===== config.mk =====
export PLATFORM = sky130hd
export DESIGN_NAME = pwm_fade_sequencer
export DESIGN_NICKNAME = d
export VERILOG_FILES = /design/src/rtl/pwm_pkg.sv /design/src/rtl/pwm_tick_gen.sv /design/src/rtl/pwm_fade_sequencer.sv
export SDC_FILE = /design/constraint.sdc
export NUM_CORES = 1
export LEC_CHECK = 0
export ABC_AREA = 1
export CAP_MARGIN = 20
export CORE_ASPECT_RATIO = 1.2
export CORE_MARGIN = 2
export CORE_UTILIZATION = 45
export CTS_BUF_LIST = sky130_fd_sc_hd__clkbuf_4 sky130_fd_sc_hd__clkbuf_8 sky130_fd_sc_hd__clkbuf_16
export DETAILED_ROUTE_END_ITERATION = 8
export PLACE_DENSITY = 0.66
export SYNTH_ARGS = -nofsm -noshare
export SYNTH_HDL_FRONTEND = slang
export SYNTH_HIERARCHICAL = 1
export SYNTH_SLANG_ARGS = --single-unit

===== constraint.sdc =====
create_clock -name clk -period 4 [get_ports clk]
set_input_delay 1 -clock clk [delete_from_list [all_inputs] [get_ports clk]]
set_output_delay 1 -clock clk [all_outputs]
set_load 0.02 [all_outputs]

===== src/rtl/pwm_pkg.sv =====
// Shared widths, reset duty values and fade FSM state type for the PWM fade sequencer.
package pwm_pkg;

    localparam int DUTY_W = 8;
    localparam int NUM_CH = 3;

    localparam logic [DUTY_W-1:0] DUTY0_RST = 8'd64;
    localparam logic [DUTY_W-1:0] DUTY1_RST = 8'd128;
    localparam logic [DUTY_W-1:0] DUTY2_RST = 8'd192;

    localparam logic [1:0] CH_NONE = 2'd3;

    typedef enum logic {
        IDLE,
        SCAN
    } fade_state_t;

    function automatic logic [DUTY_W-1:0] duty_rst(input int ch);
        case (ch)
            0:       return DUTY0_RST;
            1:       return DUTY1_RST;
            default: return DUTY2_RST;
        endcase
    endfunction

endpackage


===== src/rtl/pwm_tick_gen.sv =====
// Fade tick generator: down-counter that fires one tick every TICK_DIV enabled cycles.
module pwm_tick_gen #(
    parameter int TICK_DIV = 256
) (
    input  logic clk,
    input  logic rst,
    input  logic enable,
    output logic tick
);

    localparam int CNT_W = $clog2(TICK_DIV);
    localparam logic [CNT_W-1:0] RELOAD = CNT_W'(TICK_DIV - 1);

    logic [CNT_W-1:0] cnt;

    assign tick = enable && (cnt == '0);

    // Disabled periods park the counter at reload so re-enabling restarts a full period.
    always_ff @(posedge clk) begin
        if (rst || !enable || tick) begin
            cnt <= RELOAD;
        end else begin
            cnt <= cnt - 1'b1;
        end
    end

endmodule


===== src/rtl/pwm_fade_sequencer.sv =====
// Fade/ramp controller driving the 3-channel PWM duty write port, with host write priority.
// Optional done_irq output (pulse on busy falling) when PWM_FADE_DONE_IRQ_EN is defined.
module pwm_fade_sequencer
    import pwm_pkg::*;
#(
    parameter int TICK_DIV = 256,
    parameter int STEP     = 4
) (
    input  logic              clk,
    input  logic              rst,
    input  logic              enable,
    input  logic              tgt_wr,
    input  logic [1:0]        tgt_ch,
    input  logic [DUTY_W-1:0] tgt_val,
    input  logic              host_req,
    input  logic [1:0]        host_ch,
    input  logic [DUTY_W-1:0] host_val,
    output logic              host_gnt,
    output logic              we,
    output logic [1:0]        ch_sel,
    output logic [DUTY_W-1:0] duty_in,
    output logic              busy,
    output logic [DUTY_W-1:0] cur0,
    output logic [DUTY_W-1:0] cur1,
    output logic [DUTY_W-1:0] cur2
`ifdef PWM_FADE_DONE_IRQ_EN
    ,
    output logic              done_irq
`endif
);

    localparam logic [DUTY_W:0]   STEP9 = (DUTY_W+1)'(STEP);
    localparam logic [DUTY_W-1:0] STEP8 = DUTY_W'(STEP);

    fade_state_t       state, state_n;
    logic [1:0]        idx, idx_n;
    logic [DUTY_W-1:0] cur_q [NUM_CH];
    logic [DUTY_W-1:0] tgt_q [NUM_CH];
    logic [DUTY_W-1:0] cur_n [NUM_CH];
    logic [DUTY_W-1:0] tgt_n [NUM_CH];
    logic              we_n, gnt_n, busy_n;
    logic [1:0]        ch_n;
    logic [DUTY_W-1:0] duty_n;
    logic [DUTY_W-1:0] sel_cur, sel_tgt, nxt;
    logic [DUTY_W:0]   diff;
    logic              host_win;
    logic              tick;

    pwm_tick_gen #(
        .TICK_DIV (TICK_DIV)
    ) u_tick_gen (
        .clk    (clk),
        .rst    (rst),
        .enable (enable),
        .tick   (tick)
    );

    assign host_win = host_req && !host_gnt;

    // One step of the channel under scan, clamped so it lands exactly on the target.
    always_comb begin
        sel_cur = cur_q[0];
        sel_tgt = tgt_q[0];
        for (int i = 0; i < NUM_CH; i++) begin
            if (idx == 2'(i)) begin
                sel_cur = cur_q[i];
                sel_tgt = tgt_q[i];
            end
        end
        diff = '0;
        nxt  = sel_cur;
        if (sel_tgt > sel_cur) begin
            diff = {1'b0, sel_tgt} - {1'b0, sel_cur};
            nxt  = (diff <= STEP9) ? sel_tgt : sel_cur + STEP8;
        end else if (sel_tgt < sel_cur) begin
            diff = {1'b0, sel_cur} - {1'b0, sel_tgt};
            nxt  = (diff <= STEP9) ? sel_tgt : sel_cur - STEP8;
        end
    end

    always_comb begin
        state_n = state;
        idx_n   = idx;
        we_n    = 1'b0;
        ch_n    = ch_sel;
        duty_n  = duty_in;
        gnt_n   = 1'b0;
        busy_n  = 1'b0;
        cur_n   = cur_q;
        tgt_n   = tgt_q;

        for (int i = 0; i < NUM_CH; i++) begin
            if (tgt_wr && tgt_ch == 2'(i)) begin
                tgt_n[i] = tgt_val;
            end
        end

        case (state)
            IDLE: begin
                if (tick) begin
                    state_n = SCAN;
                    idx_n   = 2'd0;
                end
            end
            SCAN: begin
                // A host cycle stalls the scan so this channel is revisited next cycle.
                if (!host_win) begin
                    if (sel_cur != sel_tgt) begin
                        we_n   = 1'b1;
                        ch_n   = idx;
                        duty_n = nxt;
                        for (int i = 0; i < NUM_CH; i++) begin
                            if (idx == 2'(i)) begin
                                cur_n[i] = nxt;
                            end
                        end
                    end
                    if (idx == 2'(NUM_CH - 1)) begin
                        state_n = IDLE;
                        idx_n   = 2'd0;
                    end else begin
                        idx_n = idx + 2'd1;
                    end
                end
            end
            default: begin
                state_n = IDLE;
                idx_n   = 2'd0;
            end
        endcase

        if (host_win) begin
            gnt_n = 1'b1;
            for (int i = 0; i < NUM_CH; i++) begin
                if (host_ch == 2'(i)) begin
                    we_n     = 1'b1;
                    ch_n     = host_ch;
                    duty_n   = host_val;
                    cur_n[i] = host_val;
                    tgt_n[i] = host_val;
                end
            end
        end

        for (int i = 0; i < NUM_CH; i++) begin
            busy_n = busy_n | (cur_n[i] != tgt_n[i]);
        end
    end

    always_ff @(posedge clk) begin
        if (rst) begin
            state    <= IDLE;
            idx      <= 2'd0;
            we       <= 1'b0;
            ch_sel   <= 2'd0;
            duty_in  <= '0;
            host_gnt <= 1'b0;
            busy     <= 1'b0;
            for (int i = 0; i < NUM_CH; i++) begin
                cur_q[i] <= duty_rst(i);
                tgt_q[i] <= duty_rst(i);
            end
        end else begin
            state    <= state_n;
            idx      <= idx_n;
            we       <= we_n;
            ch_sel   <= ch_n;
            duty_in  <= duty_n;
            host_gnt <= gnt_n;
            busy     <= busy_n;
            cur_q    <= cur_n;
            tgt_q    <= tgt_n;
        end
    end

    assign cur0 = cur_q[0];
    assign cur1 = cur_q[1];
    assign cur2 = cur_q[2];

`ifdef PWM_FADE_DONE_IRQ_EN
    always_ff @(posedge clk) begin
        if (rst) begin
            done_irq <= 1'b0;
        end else begin
            done_irq <= busy && !busy_n;
        end
    end
`endif

endmodule


# Word-level counts from Yosys, hierarchy flattened

Cells that the tools add are included.

Bits of input ports: 25
Register bits: 72
Output and inout bits: 37
Word-level logic and storage cells: 108

Mux-type cells: 55
Equality and inequality tests: 12
Bitwise operators: 3
Reductions and logical operators: 14
Add/subtract/negate cells: 6
Order comparisons: 4

Operators by type and width:

| kind                                                                              | number |
|---|---|
| 8-bit two-way mux                                                                 | 27 |
| 24-bit two-way mux                                                                | 5 |
| 8-bit != test                                                                     | 4 |
| 2-bit two-way mux                                                                 | 10 |
| 9-bit by 3-bit less-or-equal comparator with 1-bit output (second input constant) | 2 |
| 8-bit by 8-bit subtractor with 9-bit output                                       | 2 |
| 1-bit two-way mux                                                                 | 11 |
| 8-bit by 3-bit adder with 8-bit output (second input constant)                    | 1 |
| 8-bit > comparator                                                                | 1 |
| 8-bit zero test                                                                   | 1 |
| 8-bit less-than comparator                                                        | 1 |
| 8-bit by 1-bit subtractor with 8-bit output (second input constant)               | 1 |
| 8-bit by 3-bit subtractor with 8-bit output (second input constant)               | 1 |
| 2-bit by 1-bit equality test with 1-bit output (second input constant)            | 3 |
| 2-bit equality test (second input constant)                                       | 3 |
| 2-bit zero test                                                                   | 3 |
| 1-bit logical AND                                                                 | 5 |
| 2-bit one-hot mux with 2 select lines                                             | 1 |
| 2-bit by 1-bit adder with 2-bit output (second input constant)                    | 1 |
| 1-bit zero test                                                                   | 2 |
| 1-bit logical OR                                                                  | 2 |
| 2-bit by 1-bit != test with 1-bit output (second input constant)                  | 1 |
| 2-bit != test (second input constant)                                             | 1 |
| 1-bit OR                                                                          | 2 |
| 3 further kinds                                                                   | 3 |

# Depth between registers and ports, before layout

Depth after elaboration: 17
Gate-level depth with buffers: 32
Depth with buffers taken out: 30

# Hierarchy

Netlist, hierarchy kept.

Modules (own cells, without submodules):

| module             | cells an instance | sequential area each (µm²) | area each (µm²) | instances |
|---|---|---|---|---|
| pwm_fade_sequencer | 920               | 1281.2                     | 5380.2          | 1 |
| pwm_tick_gen       | 53                | 160.2                      | 410.4           | 1 |

# Worst setup path after synthesis

OpenSTA, ideal clock, no wires.

Path type: register -> register
Start point: register idx[0]
End point: register busy
Arrival: 3.150 ns
Cell stages (with the launch flop): 25
Period minus slack after synthesis: 3.282 ns
Setup time: 0.132 ns
Path buffers: 3
Slack: 0.718 ns
Data required time: 3.868 ns
Path through: dfxtp_1 buf_6 inv_4 nand2_2 buf_4 buf_4 o21ai_0 inv_1 ha_1 nand2_1 nor2_2 nor4b_4 nor2_2 inv_2 nor2_2 inv_2 a21oi_1 nand2_1 nand2_1 nand2_1 nand3_1 nor2_1 nand2_1 nor2_1 a21oi_1

Word-level cells in the longest chain between the ends: 17
Elaborated cells between the ends (all ways): 35
Classes of those cells: add/sub: 4; order compare: 4; eq/ne: 6; mux: 18; bitwise: 2; reduce/logical: 1

Ends and longest elaborated chain:

| what                                                      | line                                                | text |
|---|---|---|
| from (decl)                                               | pwm_fade_sequencer.sv:36                            | `logic [1:0] idx, idx_n;` |
| from (signal assigned)                                    | pwm_fade_sequencer.sv:165                           | `idx <= idx_n;` |
| 2-bit by 1-bit equality test with 1-bit output            | pwm_fade_sequencer.sv:65, pwm_fade_sequencer.sv:113 |  |
| 8-bit two-way mux (2 in a row)                            | pwm_fade_sequencer.sv:65                            | `if (idx == 2'(i)) begin` |
| 8-bit by 8-bit subtractor with 9-bit output               | pwm_fade_sequencer.sv:76                            | `diff = {1'b0, sel_cur} - {1'b0, sel_tgt};` |
| 9-bit by 3-bit less-or-equal comparator with 1-bit output | pwm_fade_sequencer.sv:77                            | `nxt = (diff <= STEP9) ? sel_tgt : sel_cur - STEP8;` |
| 8-bit two-way mux                                         | pwm_fade_sequencer.sv:77                            |  |
| 8-bit two-way mux                                         | pwm_fade_sequencer.sv:75                            | `end else if (sel_tgt < sel_cur) begin` |
| 8-bit two-way mux                                         | pwm_fade_sequencer.sv:72                            | `if (sel_tgt > sel_cur) begin` |
| 8-bit two-way mux                                         | pwm_fade_sequencer.sv:113                           | `if (idx == 2'(i)) begin` |
| 24-bit two-way mux (*)                                    | pwm_fade_sequencer.sv:108                           | `if (sel_cur != sel_tgt) begin` |
| 24-bit two-way mux (*)                                    | pwm_fade_sequencer.sv:107                           | `if (!host_win) begin` |
| 24-bit two-way mux (*)                                    | pwm_fade_sequencer.sv:98                            | `case (state)` |
| 8-bit two-way mux                                         | pwm_fade_sequencer.sv:135                           | `if (host_ch == 2'(i)) begin` |
| 24-bit two-way mux (*)                                    | pwm_fade_sequencer.sv:132                           | `if (host_win) begin` |
| 8-bit != test                                             | pwm_fade_sequencer.sv:146                           | `busy_n = busy_n \| (cur_n[i] != tgt_n[i]);` |
| 1-bit OR                                                  | pwm_fade_sequencer.sv:146                           |  |
| 1-bit OR (*)                                              | pwm_fade_sequencer.sv:146                           |  |
| to (signal assigned)                                      | pwm_fade_sequencer.sv:170                           | `busy <= busy_n;` |
| to (decl)                                                 | pwm_fade_sequencer.sv:22                            | `output logic busy,` |

Mark *: on every way between the ends. The rest lies on a longest branch, timed or not.
A chain may end at the register's enable or synchronous reset.

# Worst setup path after layout

Same ends and word-level chain as after synthesis.

==> report_table.html <==
<table>
<tr><th>Metric</th><th>Value</th></tr>
<tr><th colspan="2">Status</th></tr>
<tr><td>Result of the run</td><td>finished, final reports clean</td></tr>
<tr><th colspan="2">Logic synthesis</th></tr>
<tr><td>Mean cell area of the mapped netlist</td><td>5.951 um2</td></tr>
<tr><td>Count of cell types in the netlist</td><td>42</td></tr>
<tr><td>Synthesis warning total</td><td>6</td></tr>
<tr><td>Count of state elements after synthesis</td><td>72</td></tr>
<tr><td>Synth async-reset ratio</td><td>0</td></tr>
<tr><td>Seq/Total Area, Yosys</td><td>0.2489</td></tr>
<tr><td>Prevailing post-synth register cell</td><td>dfxtp_1</td></tr>
<tr><td>Mapped cell area</td><td>0.005791 mm2</td></tr>
<tr><td>Number of flops mapped to enable cells by yosys</td><td>0</td></tr>
<tr><td>Post-Synthesis Cells</td><td>973</td></tr>
<tr><td>Synthesized Nets</td><td>1,015</td></tr>
<tr><th colspan="2">Critical path</th></tr>
<tr><td>Critical Path Source Type</td><td>flip-flop</td></tr>
<tr><td>Cell depth of the worst flop-to-flop path</td><td>20</td></tr>
<tr><td>Data arrival at the endpoint of the critical path</td><td>3.94 ns</td></tr>
<tr><td>Crit path launch</td><td>idx[0]$_SDFFE_PP0P_</td></tr>
<tr><td>Critical Path Sink Type</td><td>flip-flop</td></tr>
<tr><td>CP Class</td><td>flip-flop to flip-flop</td></tr>
<tr><td>Top fanout value on the critical path</td><td>39</td></tr>
<tr><td>Worst reg2reg startpoint</td><td>idx[0]$_SDFFE_PP0P_</td></tr>
<tr><td>Required arrival time at the worst endpoint</td><td>4.20 ns</td></tr>
<tr><th colspan="2">CTS</th></tr>
<tr><td>Maximum buffer depth of the clock tree</td><td>2</td></tr>
<tr><td>Insertion delay of the later-clocked pin in the worst-skew pair</td><td>0.34 ns</td></tr>
<tr><td>Clock tree from TritonCTS</td><td>built</td></tr>
<tr><td>Quantity of hold-fixing buffers added after cts</td><td>0</td></tr>
<tr><td># H-tree levels</td><td>3</td></tr>
<tr><td>Clock tree root driver cell</td><td>clkbuf_16</td></tr>
<tr><td>Reg clk slew, reported paths</td><td>0.06 ns</td></tr>
<tr><td>Number of sinks handled by clock tree synthesis</td><td>72</td></tr>
<tr><td>Clock buffer count from CTS</td><td>9</td></tr>
<tr><th colspan="2">Global routing</th></tr>
<tr><td>Wire length of the first global-routing pass</td><td>30,800 um</td></tr>
<tr><td>Pin count of the biggest net entering global routing</td><td>50</td></tr>
<tr><td>Total grt overflow</td><td>0</td></tr>
<tr><td>Antenna violations before repair</td><td>0</td></tr>
<tr><td>Via count of the first global-routing pass</td><td>6,160</td></tr>
<tr><td>Global Route Usage Sum</td><td>0.2840</td></tr>
<tr><th colspan="2">Hold path</th></tr>
<tr><td>Class of the most critical hold timing path</td><td>flip-flop to flip-flop</td></tr>
<tr><td>Instance count along the most critical hold path</td><td>1</td></tr>
<tr><td>Worst hold path startpoint</td><td>u_tick_gen/cnt[0]$_SDFF_PP1_</td></tr>
<tr><th colspan="2">Detailed routing</th></tr>
<tr><td>Average wire per standard cell</td><td>15.85 um</td></tr>
<tr><td>Routed length on met2</td><td>9030 um</td></tr>
<tr><td>Routed vias</td><td>6,595</td></tr>
<tr><td>Post-route met1 wirelength</td><td>8467 um</td></tr>
<tr><td>Vias per inst</td><td>5.419</td></tr>
<tr><td>Detail Route Antenna Nets</td><td>0</td></tr>
<tr><td>Iter 0 DRT Violations</td><td>575</td></tr>
<tr><td>Remaining design rule violation count</td><td>0</td></tr>
<tr><td>Met3 Routed Length</td><td>1067 um</td></tr>
<tr><td>Pre-antenna DRT Iters</td><td>6</td></tr>
<tr><td>Routed wire length</td><td>19,290 um</td></tr>
<tr><td>Top layer in use</td><td>met4</td></tr>
<tr><th colspan="2">Cells and area</th></tr>
<tr><td>Antenna fix cells</td><td>0</td></tr>
<tr><td># nets final</td><td>1,093</td></tr>
<tr><td>Synthesis-to-layout area growth</td><td>20.92%</td></tr>
<tr><td>Total non-filler cell area in the finished layout</td><td>0.007002 mm2</td></tr>
<tr><td>Proportion of layout cells with a drive suffix above 1</td><td>0.1168</td></tr>
<tr><th colspan="2">STA</th></tr>
<tr><td>Highest achievable clock rate</td><td>0.2673 GHz</td></tr>
<tr><td>Worst-Margin Slew</td><td>0.6207 ns</td></tr>
<tr><td>Maximum clock skew at final layout</td><td>0.006289 ns</td></tr>
<tr><td>Final setup TNS</td><td>0 ns</td></tr>
<tr><td>Setup Viol. Count Final</td><td>0</td></tr>
<tr><td>Number of hold-slack violations in the final timing report</td><td>0</td></tr>
<tr><td>Minimum period implied by the final worst setup slack</td><td>3.741 ns</td></tr>
<tr><td>Final clock period utilization by the worst path</td><td>0.9353</td></tr>
<tr><td>Total count of max-transition violations in the final report</td><td>0</td></tr>
<tr><td>Slew margin rel.</td><td>0.5851</td></tr>
<tr><td>Setup repair after global routing missed its margin</td><td>false</td></tr>
<tr><th colspan="2">Die</th></tr>
<tr><td>Top-level I/O count</td><td>62</td></tr>
<tr><td>Horizontal die dimension</td><td>107.6 um</td></tr>
<tr><td>FP Rows</td><td>45</td></tr>
<tr><td>Initial core utilization</td><td>0.4591</td></tr>
<tr><td>Height of the die</td><td>128.3 um</td></tr>
<tr><td>Total die area</td><td>0.01380 mm2</td></tr>
<tr><td>Core region area</td><td>0.01261 mm2</td></tr>
<tr><th colspan="2">Place</th></tr>
<tr><td>Input/output buffers</td><td>61</td></tr>
<tr><td>Placed cell areas</td><td>0.006698 mm2</td></tr>
<tr><td>RePlAce Congestion</td><td>1.042</td></tr>
<tr><td>DP Wirelength</td><td>15,430 um</td></tr>
<tr><th colspan="2">Power and ir drop</th></tr>
<tr><td>Leakage power of the design</td><td>3.356 nW</td></tr>
<tr><td>Total power per unit cell area</td><td>341.4 mW/mm2</td></tr>
<tr><td>VDD IR max</td><td>0.2512 mV</td></tr>
<tr><th colspan="2">Run</th></tr>
<tr><td>Reported max-cap violation count</td><td>0</td></tr>
</table>
==> flip-flops by register name, summed over array words and instances (netlist names), 2 cells and up <==
register        cells
cur1                8
idx                 2
tgt_q              24
cur0                8
cur2                8
u_tick_gen/cnt      8
duty_in             8
ch_sel              2
==> layout make-up <==
type,count,area (um2)
repair buffers,92,850.8
clock inverters,4,25.02
inverters,95,362.8
clock buffers,9,225.2
flip-flops and latches,72,1446
well taps,164,205.2
fillers,1281,5610
multi-input cells,781,3886
==> layout by cell type, fill, tap and decap left out, types with 22 or more instances in the layout <==
cell type,instances
a21oi_1,42
dfxtp_1,70
nand3_1,116
buf_4,30
nand4_1,22
inv_1,80
nor2_1,78
nand2_1,348
o21ai_0,38
clkdlybuf4s50_1,60
==> worst max-delay path, stage by stage, from the launching register on <==
cell and delay (ns):
dfxtp_4 0.38, inv_4 0.07, nand2_2 0.06, buf_12 0.17, or2_0 0.20, nand2_1 0.14, inv_2 0.08, ha_2 0.40
nand2_1 0.11, nor2_2 0.17, nor4b_4 0.35, buf_4 0.23, nor2_4 0.08, nand3_1 0.13, nand3_1 0.18, o21ai_1 0.23
o21ai_0 0.22, nor2_1 0.16, nand2_1 0.06, nor2_1 0.09, a21oi_1 0.07
==> cells in the mapped netlist (3+ instances only) <==
library cell  instances  area share
o21ai_1               5      0.0043
o211ai_1             16       0.021
dfxtp_1              72        0.25
xor2_1                7       0.011
o21ai_0              40       0.035
inv_2                11      0.0071
nand2_1             349        0.23
nand4_1              22       0.024
nand3_2               7       0.012
clkbuf_1             15      0.0097
nand2_4               3      0.0058
nand2_2              15       0.016
a21oi_1              46       0.040
ha_1                 17       0.037
nor2_1               79       0.051
inv_1                80       0.052
buf_4                 4      0.0052
nand3_1             116        0.10
or2_2                 7      0.0076
nor3_1                4      0.0035
or2_0                 4      0.0043
buf_6                 4      0.0078
nor2_2               11       0.012
nor2_4                9       0.018
o221ai_1              5      0.0076
or2_1                 3      0.0032
==> worst paths after layout <==
kind | to | slack, ns
worst min register to register | u_tick_gen/cnt[0]$_SDFF_PP1_ | 0.39
worst max-delay path | busy$_SDFF_PP0_ | 0.26
worst max register to register | busy$_SDFF_PP0_ | 0.26
worst min-delay path | u_tick_gen/cnt[0]$_SDFF_PP1_ | 0.39
==> logic make-up (layout without fill, tap and decap cells) <==
logic type,count (synthesis),in the layout,share of synthesized area
DFF,72,72,0.2489
xor gates and xnor gates,9,9,0.01361
adders and majority gates,17,17,0.03673
and+or+nand+nor,634,634,0.4944
buffers and inverters,120,200,0.08665
AOI/OAI and AO/OA,121,121,0.1197
==> metal layers <==
| layer | vias up | track usage |
|---|---|---|
| li1 | 3329 | - |
| met1 | 2920 | 0.3701 |
| met2 | 295 | 0.4713 |
| met3 | 51 | 0.02288 |
| met4 | 0 | 0.1380 |
| met5 | - | 0 |
==> per-stage QoR <==
stage | instances | setup slack (ns) | hold slack [ns] | total power (W) | util
final | 1217 | 0.2588 | 0.3884 | 0.002390 | 0.5552
after detailed placement | 1203 | 0.1010 | 0.3815 | 0.001662 | 0.5311
after global placement | 1203 | 0.1174 | 0.3750 | 0.001663 | 0.5311
after floorplan | 973 | 0.7179 | 0.3653 | 0.001379 | -
after CTS | 1216 | 0.08897 | 0.3955 | 0.002370 | 0.5509
after global routing | 1217 | 0.003137 | 0.4040 | 0.002509 | 0.5552
==> timing repair <==
action                     CTS  global route
buffers inserted             0             1
setup endpoints to repair    0             1
gates resized for setup      0            15
==> power breakdown <==
part | internal [W] | total (W) | switching (W)
clock | 0.000407 | 0.000713 | 0.000306
sequential | 0.000755 | 0.000785 | 0.0000297
combinational | 0.000303 | 0.000892 | 0.000589
total | 0.00147 | 0.00239 | 0.000925
No activity file was read; power rests on OpenSTA's default activity.
